===== src/rtl/apb_mem_responder.sv =====
// rtl/apb_mem_responder.sv - APB completer driving single-cycle strobes to a combinational-read memory
module apb_mem_responder #(
    parameter int ADDR_W = 8,
    parameter int DATA_W = 32,
    parameter int DEPTH  = 256,
    parameter int WAIT_W = 4
) (
    input  logic              clk,
    input  logic              reset,
    input  logic              psel,
    input  logic              penable,
    input  logic              pwrite,
    input  logic [ADDR_W-1:0] paddr,
    input  logic [DATA_W-1:0] pwdata,
    output logic [DATA_W-1:0] prdata,
    output logic              pready,
    output logic              pslverr,
    input  logic [WAIT_W-1:0] wait_cycles,
    output logic [ADDR_W-1:0] mem_addr,
    output logic [DATA_W-1:0] mem_wdata,
    output logic              mem_wren,
    output logic              mem_rden,
    input  logic [DATA_W-1:0] mem_rdata
);

    localparam logic [0:0] IDLE   = 1'b0;
    localparam logic [0:0] ACCESS = 1'b1;

    // One extra bit so DEPTH == 2**ADDR_W is representable.
    localparam logic [ADDR_W:0] DEPTH_L = (ADDR_W + 1)'(DEPTH);

    logic [0:0]        state;
    logic [WAIT_W-1:0] cnt;
    logic [ADDR_W-1:0] addr_q;
    logic [DATA_W-1:0] wdata_q;
    logic              write_q;
    logic              err_q;

    logic setup;
    logic access;
    logic in_access;
    logic done;
    logic out_of_range;

    assign setup        = psel & ~penable;
    assign access       = psel & penable;
    assign in_access    = (state == ACCESS);
    assign done         = in_access & (cnt == '0);
    assign out_of_range = ({1'b0, paddr} >= DEPTH_L);

    // Outputs are forced low while reset is asserted, independent of the clock.
    assign pready    = ~reset & (in_access ? (cnt == '0) : access);
    assign pslverr   = ~reset & (in_access ? (done & err_q) : access);
    assign mem_wren  = ~reset & done & access & write_q & ~err_q;
    assign mem_rden  = ~reset & done & access & ~write_q & ~err_q;
    assign prdata    = mem_rden ? mem_rdata : '0;
    assign mem_addr  = addr_q;
    assign mem_wdata = wdata_q;

    always_ff @(posedge clk or posedge reset) begin
        if (reset) begin
            state   <= IDLE;
            cnt     <= '0;
            addr_q  <= '0;
            wdata_q <= '0;
            write_q <= 1'b0;
            err_q   <= 1'b0;
        end else if (setup) begin
            // A setup phase in ACCESS restarts the transfer from scratch.
            state   <= ACCESS;
            cnt     <= wait_cycles;
            addr_q  <= paddr;
            wdata_q <= pwdata;
            write_q <= pwrite;
            err_q   <= out_of_range;
        end else if (in_access) begin
            if (!psel) begin
                state <= IDLE;
            end else if (cnt != '0) begin
                cnt <= cnt - 1'b1;
            end else begin
                state <= IDLE;
            end
        end
    end

endmodule


===== config.mk =====
export PLATFORM = sky130hd
export DESIGN_NAME = apb_mem_responder
export DESIGN_NICKNAME = d
export VERILOG_FILES = /design/src/rtl/apb_mem_responder.sv
export SDC_FILE = /design/constraint.sdc
export NUM_CORES = 1
export LEC_CHECK = 0
export ABC_AREA = 1
export CAP_MARGIN = 20
export CORE_ASPECT_RATIO = 1.2
export CORE_MARGIN = 4
export CORE_UTILIZATION = 32
export DETAILED_ROUTE_END_ITERATION = 10
export PLACE_DENSITY = 0.88
export SKIP_LAST_GASP = 1
export SYNTH_ARGS = -nofsm -noshare
export SYNTH_HDL_FRONTEND = slang
export SYNTH_SLANG_ARGS = --single-unit

===== constraint.sdc =====
create_clock -name clk -period 1.7 [get_ports clk]
set_clock_uncertainty 0.2 [all_clocks]
set_input_delay 0.51 -clock clk [delete_from_list [all_inputs] [get_ports clk]]
set_output_delay 0.51 -clock clk [all_outputs]
set_load 0.03 [all_outputs]

# After elaboration in Yosys (flattened, before gate mapping)
# Cells that the tools add are included.
# totals
register_bits,46
output_inout_bits,76
input_bits,81
elab_cells,35
# op_classes
mux,11
n_reduce_logical,6
addsub,1
bitwise_logic,12
# op_table
operator,count
$mux W32,1
$mux W4,4
$and A1 B1 Y1,9
$mux W1,6
$reduce_bool A2 Y1,3
$logic_not A4 Y1,1
$reduce_bool A4 Y1,1
$sub A4 B1 Y4 const B,1
$not A1 Y1,3
$reduce_and A3 Y1,1

# Depth between registers and ports, before layout
# Gate-level depths: netlist of the first run.
# depth
ltp_word,6
depth_mapped,8
ltp_nobuf,7

# Least setup slack after synthesis of the first run
# Ideal clock, no wire load.
# synth_timing
path_kind,input port to output port
start,input port penable
end,output port pready
stages,3
path_buffers,0
slack_ns,-0.601
required_time_ns,0.990
arrival_ns,1.591
cell_sequence,nand2_1 nor3_1 a21o_1
# synth_via
elab_chain_cells,3
# synth_lines
element,line,rtl
"start, declared",11,"input logic penable,"
$and A1 B1 Y1,46,assign access = psel & penable;
$mux W1,52,assign pready = ~reset & (in_access ? (cnt == '0) : access);
$and A1 B1 Y1,52,
"end, declared",16,"output logic pready,"
# Every way passes these cells.

# Final worst setup path of the first run
# layout_timing
start,register cnt[0]
end,output port prdata[29]
# layout_via
elab_chain_cells,6
# layout_lines
element,line,rtl
"start, declared",33,logic [WAIT_W-1:0] cnt;
"start signal, assigned",71,cnt <= wait_cycles;
"start signal, assigned",80,cnt <= cnt - 1'b1;
$logic_not A4 Y1,48,assign done = in_access & (cnt == '0);
$and A1 B1 Y1,48,
$and A1 B1 Y1 (3 in a row),55,assign mem_rden = ~reset & done & access & ~write_q & ~err_q;
$mux W32,56,assign prdata = mem_rden ? mem_rdata : '0;
"end, declared",15,"output logic [DATA_W-1:0] prdata,"
# Every way passes these cells.

==> impl_metrics.env, run 1 <==
export IMPL_status="finished with violations"
export IMPL_failed_checks="negative setup slack"
export IMPL_drt_total_wl_um=7730
export IMPL_max_slew_margin_rel_pct=85.2
export IMPL_p_switching_mw=1.23
export IMPL_fin_area_um2=4500
export IMPL_cts_max_level=2
export IMPL_leakagePower_nw=2.30
export IMPL_setup_viol=36
export IMPL_async_reset_ff_share_pct=100
export IMPL_drc=0
export IMPL_gr_total_overflow=0
export IMPL_cts_buffer_depth=2
export IMPL_diodes=0
export IMPL_synthFlopType="dfrtp_1"
export IMPL_cp_required_ns=0.99
export IMPL_synth_top_area_share_pct=50.7
export IMPL_avgSynthCellArea_um2=7.69
export IMPL_worstSkewPairLatency_ns=0.30
export IMPL_synth_nets=378
export IMPL_syn_area_um2=2270
export IMPL_drive_gt1_share_pct=35.0
export IMPL_p_sw_share_pct=35.2
export IMPL_ir_drop_v=0.000659
export IMPL_synth_compound_area_share_pct=1.65
export IMPL_slew_violations=0
export IMPL_grt_max_degree=35
export IMPL_portBuffers=156
export IMPL_synthMuxAreaShare_pct=0
export IMPL_start_kind="flop"
export IMPL_final_min_clock_period_ns=2.40
export IMPL_num_rows=33
export IMPL_synth_top_family_by_area="simple AND/OR/NAND/NOR gates"
export IMPL_path_class="reg -> out"
export IMPL_routedWlPerCell_um=13.7
export IMPL_synth_most_common_cell="nand2_1"
export IMPL_postCtsHoldBufs=0
export IMPL_hold_path_class="in -> async"
export IMPL_synth_adder_area_share_pct=1.10
export IMPL_gp_congestion=0.857
export IMPL_grt_util_all_layers_pct=18.4
export IMPL_cts_num_sinks=46
export IMPL_tritoncts="built"
export IMPL_place_ws_ns=-0.819
export IMPL_cap_violations=0
export IMPL_holdWs_ns=0.187
export IMPL_fmax_mhz=417
export IMPL_die_w_um=84.9
export IMPL_worstSetupEndpointType="primary output"
export IMPL_final_nets=559
export IMPL_internal_power_mw=2.27
export IMPL_synth_cells=295
export IMPL_rsz0062_at_grt="yes"
export IMPL_ff2ff_setup_slack_ns=0.11
export IMPL_synth_simple_area_share_pct=35.3
export IMPL_dr_pass1_iters=4
export IMPL_combPwrFrac_pct=41.4
export IMPL_antenna_found_initial=0
export IMPL_dp_hpwl_um=5940
export IMPL_place_area_um2=4140
export IMPL_vias=2454
export IMPL_core_area_um2=6850
export IMPL_io_pins=157
export IMPL_grt_pass1_wl_um=12600
export IMPL_cp_arrival_ns=1.69
export IMPL_synthXorXnorAreaFrac_pct=0
export IMPL_cts_made_buffers=5
export IMPL_die_h_um=100
export IMPL_worst_slack_ns=-0.696
export IMPL_p_seq_share_pct=38.8
export IMPL_grt_pass1_vias=2553
export IMPL_path_max_fanout=7
export IMPL_syn2layout_area_growth_pct=98.2
export IMPL_drt_antenna_violating_nets=0
export IMPL_start_util_pct=33.1
export IMPL_powerDensity_nw_per_um2=779
export IMPL_power_mw=3.50
export IMPL_ys_seq_elements=46
export IMPL_clockRootBuffer="clkbuf_8"
export IMPL_viasPerCell=4.35
export IMPL_yosys_warnings=0
export IMPL_synthTopCellsByArea="dfrtp_1 (51%), nand2_1 (22%), nor2_2 (8.0%), inv_1 (7.1%), nand3_1 (1.5%)"
export IMPL_r2r_cells=8
export IMPL_clockPowerShare_pct=19.7
export IMPL_synth_common_cells="nand2_1 (136), dfrtp_1 (46), inv_1 (43), nor2_2 (29), nand3_1 (7)"
export IMPL_yosys_area_top_type="dfrtp_1"
export IMPL_ys_types=20
export IMPL_period_share_pct=141
export IMPL_clk_pin_slew_ns=0.09
export IMPL_hold_viol=0
export IMPL_tightestPinTransition_ns=0.222
export IMPL_drt_iter0_markers=56
export IMPL_synth_edf_count=0
export IMPL_die_area_um2=8510
export IMPL_ys_seq_area_share_pct=50.7
logic make-up (layout without fill, tap and decap cells):
kind of cell	count (synthesis)	after routing
buf+inv	57	239
simple gates	183	183
compound gates	7	7
fa+ha+maj	2	2
flops	46	46
cells in the final DEF, fill, tap and decap left out, drive strengths merged:
cell / n
nand3: 7
clkinvlp: 3
a21o: 1
buf: 109
nor2: 35
clkbuf: 6
dfrtp: 46
or2: 2
clkdlybuf4s50: 77
inv: 43
nor3: 1
o21ai: 6
nand2: 137
clkinv: 1
nand4: 1
ha: 2
final cells by class:
class	instances	area, µm²
Clock buffer	6	82.6
Clock inverter	2	12.5
Fill cell	538	2350
Inverter	45	179
Multi-Input combinational cell	192	1100
Sequential cell	46	1150
Tap cell	87	109
Timing Repair Buffer	186	1870
power by group through the flow:
stage	registers, mW	clock network [mW]	logic [mW]
after floorplan	1.62	0	0.467
after global placement	1.37	0	1.34
after detailed placement	1.38	0	1.38
after CTS	1.36	0.714	1.43
after global routing	1.39	0.760	1.56
final	1.36	0.692	1.45
registers in the layout (all words and copies together) (netlist names):
| signal | flops |
|---|---|
| in_access | 1 |
| cnt | 4 |
| mem_addr | 8 |
| write_q | 1 |
| mem_wdata | 32 |
metrics by stage:
step	instances	utilization [%]	TNS (ns)
floorplan	295	-	-9.51
global placement	551	60.4	-42.25
detailed placement	551	60.4	-43.65
CTS	563	65.5	-24.61
global route	564	65.6	-27.22
finish	564	65.6	-23.70
path summary, 6_finish.rpt:
kind | from | to
min | reset | mem_wdata[19]
max reg2reg | cnt[0] | cnt[2]
max | cnt[0] | prdata[29]
max in group asynchronous | reset | mem_wdata[27]
min reg2reg | mem_wdata[0] | mem_wdata[0]
min in group clk | mem_wdata[0] | mem_wdata[0]
routing by layer:
| metal | global-route usage [%] | part of all wire [%] | vias to the layer above |
|---|---|---|---|
| met2 | 34.1 | 52 | 117 |
| met5 | 0 | 0 | - |
| met1 | 20.8 | 38 | 1112 |
| met3 | 5.34 | 8.9 | 10 |
| met4 | 4.26 | 1.4 | 0 |
| li1 | - | - | 1215 |
timing repair:
| action | in CTS | in global routing |
|---|---|---|
| pin swaps | 4 | 5 |
| endpoints found under the setup margin | 76 | 36 |
| gates resized for setup | 56 | 12 |
| cloned | 2 | 0 |
| setup buffers | 3 | 3 |
worst max-delay path: stages, from the launching register on:
cell     delay, ns
dfrtp_1       0.39
inv_2         0.08
ha_4          0.14
nand3_4       0.07
inv_4         0.07
nand4_4       0.09
buf_12        0.16
buf_16        0.15
nor2_4        0.09
buf_6         0.13
Note: power is estimated with default switching activity, not from simulation.
==> run 2, diff against run 1 <==
- ABC_AREA: 1 -> not set
- CORE_UTILIZATION: 32 -> 31
- REMOVE_ABC_BUFFERS: not set -> 1
==> run 2 against run 1 <==
Net effect:
- the flow still finishes with violations (negative setup slack)
- final area decreased by 6.3%
- critical path type unchanged
- highest routed layer unchanged
- global-route usage decreased by 2.9 points
- register-to-register slack got worse by 0.09 ns
- combinational power down 17%
- worst hold slack better by 0.11 ns
==> impl_metrics.env, run 2 <==
export IMPL_synth_compound_area_share_pct=2.67
export IMPL_fmax_mhz=393
export IMPL_die_area_um2=8350
export IMPL_ir_drop_v=0.000746
export IMPL_synthXorXnorAreaFrac_pct=0
export IMPL_synthMuxAreaShare_pct=21.4
export IMPL_synth_edf_count=0
export IMPL_die_h_um=99.3
export IMPL_clockPowerShare_pct=27.6
export IMPL_slew_violations=0
export IMPL_drt_total_wl_um=6920
export IMPL_path_max_fanout=9
export IMPL_ys_seq_area_share_pct=53.5
export IMPL_clk_pin_slew_ns=0.09
export IMPL_wl_met2_um=3600
export IMPL_p_sw_share_pct=29.0
export IMPL_final_nets=430
export IMPL_met1_length_um=2590
export IMPL_p_seq_share_pct=38.3
export IMPL_routedWlPerCell_um=15.9
export IMPL_status="finished with violations"
export IMPL_setup_viol=36
export IMPL_rsz0062_at_grt="yes"
export IMPL_finalSetupTns_ns=-28.66
export IMPL_combPwrFrac_pct=34.0
export IMPL_cts_max_level=2
export IMPL_largest_reg_flops=32
export IMPL_internal_power_mw=2.52
export IMPL_max_slew_margin_rel_pct=60.3
export IMPL_drt_iter0_markers=27
export IMPL_tritoncts="built"
export IMPL_die_w_um=84.1
export IMPL_grt_pass1_vias=2169
export IMPL_tightestPinTransition_ns=0.596
export IMPL_start_util_pct=31.6
export IMPL_hold_viol=0
export IMPL_core_area_um2=6810
export IMPL_synth_simple_area_share_pct=17.1
export IMPL_grt_max_degree=47
export IMPL_cp_arrival_ns=1.83
export IMPL_dp_hpwl_um=4760
export IMPL_diodes=0
export IMPL_gp_congestion=0.800
export IMPL_startpoint="cnt[0]"
export IMPL_synth_most_common_cell="dfrtp_1"
export IMPL_powerDensity_nw_per_um2=844
export IMPL_grt_util_all_layers_pct=15.6
export IMPL_num_rows=33
export IMPL_yosys_area_top_type="dfrtp_1"
export IMPL_dr_pass1_iters=4
export IMPL_ys_seq_elements=46
export IMPL_worstSkewPairLatency_ns=0.28
export IMPL_layout_common_cells="clkdlybuf4s50_1 (77), buf_4 (61), dfrtp_1 (45)"
export IMPL_viasPerCell=4.61
export IMPL_cts_buffer_depth=2
export IMPL_place_ws_ns=-0.864
export IMPL_yosys_warnings=0
export IMPL_stdcell_count=435
export IMPL_whs_path_depth=1
export IMPL_dr_wl_met3_um=668
export IMPL_min_to="mem_wdata[27]"
export IMPL_async_reset_ff_share_pct=100
export IMPL_drc=0
export IMPL_ff2ff_setup_slack_ns=0.02
export IMPL_cts_made_buffers=5
export IMPL_synth_top_area_share_pct=53.5
export IMPL_layout_commonest_cell="clkdlybuf4s50_1"
export IMPL_failed_checks="negative setup slack"
export IMPL_highest_layer="met4"
export IMPL_leakagePower_nw=1.91
export IMPL_syn_area_um2=2150
export IMPL_antenna_found_initial=0
export IMPL_dp_cells=418
export IMPL_clockRootBuffer="clkbuf_8"
export IMPL_synthFlopType="dfrtp_1"
export IMPL_vias=2005
export IMPL_final_min_clock_period_ns=2.54
export IMPL_start_kind="flop"
export IMPL_path_class="reg -> out"
export IMPL_io_pins=157
export IMPL_worstSetupEndpointType="primary output"
export IMPL_grt_pass1_wl_um=10600
export IMPL_min_from="mem_wdata[27]"
export IMPL_syn2layout_area_growth_pct=95.7
export IMPL_synth_cells=164
export IMPL_portBuffers=156
export IMPL_p_switching_mw=1.03
export IMPL_r2r_end="cnt[3]"
export IMPL_power_mw=3.56
export IMPL_cts_num_sinks=46
export IMPL_drive_gt1_share_pct=54.0
export IMPL_r2r_cells=4
export IMPL_ys_types=30
export IMPL_period_share_pct=150
export IMPL_drt_antenna_violating_nets=0
export IMPL_worst_slack_ns=-0.843
export IMPL_hold_path_class="reg -> reg"
export IMPL_synth_common_cells="dfrtp_1 (46), mux2_2 (37), and2_1 (32), nand2_1 (5)"
export IMPL_synth_adder_area_share_pct=1.16
export IMPL_cap_violations=0
export IMPL_synth_top_family_by_area="multiplexers"
export IMPL_synthTopCellsByArea="dfrtp_1 (53%), mux2_2 (19%), and2_1 (9.3%), buf_6 (2.1%), mux2_1 (2.1%)"
export IMPL_r2r_start="cnt[0]"
export IMPL_avgSynthCellArea_um2=13.1
export IMPL_cp_required_ns=0.99
export IMPL_gr_total_overflow=0
==> run 2: worst max-delay path: stages (launching register included) <==
cell	delay, ns
dfrtp_1	0.41
inv_2	0.08
ha_4	0.12
nor3b_4	0.18
and4_4	0.32
buf_8	0.14
and2_1	0.15
buf_6	0.14
==> run 2: power by group through the flow <==
stage | sequential, mW | combinational (mW) | clock, mW
after floorplan | 1.67 | 0.274 | 0
after global placement | 1.37 | 1.14 | 0
after detailed placement | 1.38 | 1.16 | 0
after CTS | 1.37 | 1.21 | 1.03
after global routing | 1.39 | 1.29 | 1.07
final | 1.36 | 1.21 | 0.983
==> run 2: worst max path at each step <==
stage / endpoint / slack (ns) / depth (start not counted)
floorplan: prdata[0] / -1.77 / 3
global placement: prdata[31] / -0.84 / 6
detailed placement: prdata[31] / -0.86 / 6
CTS: prdata[29] / -0.85 / 7
global route: prdata[7] / -0.94 / 7
finish: prdata[4] / -0.84 / 7
==> run 2: layout make-up <==
type                    count  area (µm²)
clock buffers               6        82.6
clock inverters             2        60.1
fillers                   555        2600
inverters                   4        15.0
multi-input cells         105        1010
flip-flops and latches     46        1150
well taps                  87         109
repair buffers            185        1780
==> run 2: stage by stage <==
step                hold slack (ns)  instance area [µm²]  utilization (%)
global route                  0.334                 4210             61.9
CTS                           0.306                 4160             61.0
floorplan                     0.288                 2080                -
detailed placement            0.281                 3730             54.7
global placement              0.270                 3730             54.7
finish                        0.301                 4210             61.9
==> run 2: layer usage <==
metal  track usage (%)  vias to the layer above
li1                  -                      929
met1              16.9                      959
met2              28.7                      111
met3              5.80                        6
met4              3.34                        0
met5                 0                        -
==> run 2: cell families (layout without fill, tap and decap cells) <==
family,after synthesis,after routing
muxes,41,41
AOI/OAI and AO/OA,8,8
adders and majority gates,2,2
and+or+nand+nor,54,54
DFF,46,46
buffers and inverters,13,197
==> run 2: repair_timing <==
item | in CTS | in global routing
pin swaps | 18 | 5
buffers inserted | 4 | 4
hold buffers | 0 | 0
setup endpoints to repair | 79 | 37
resized for setup | 77 | 13
cloned | 2 | 0
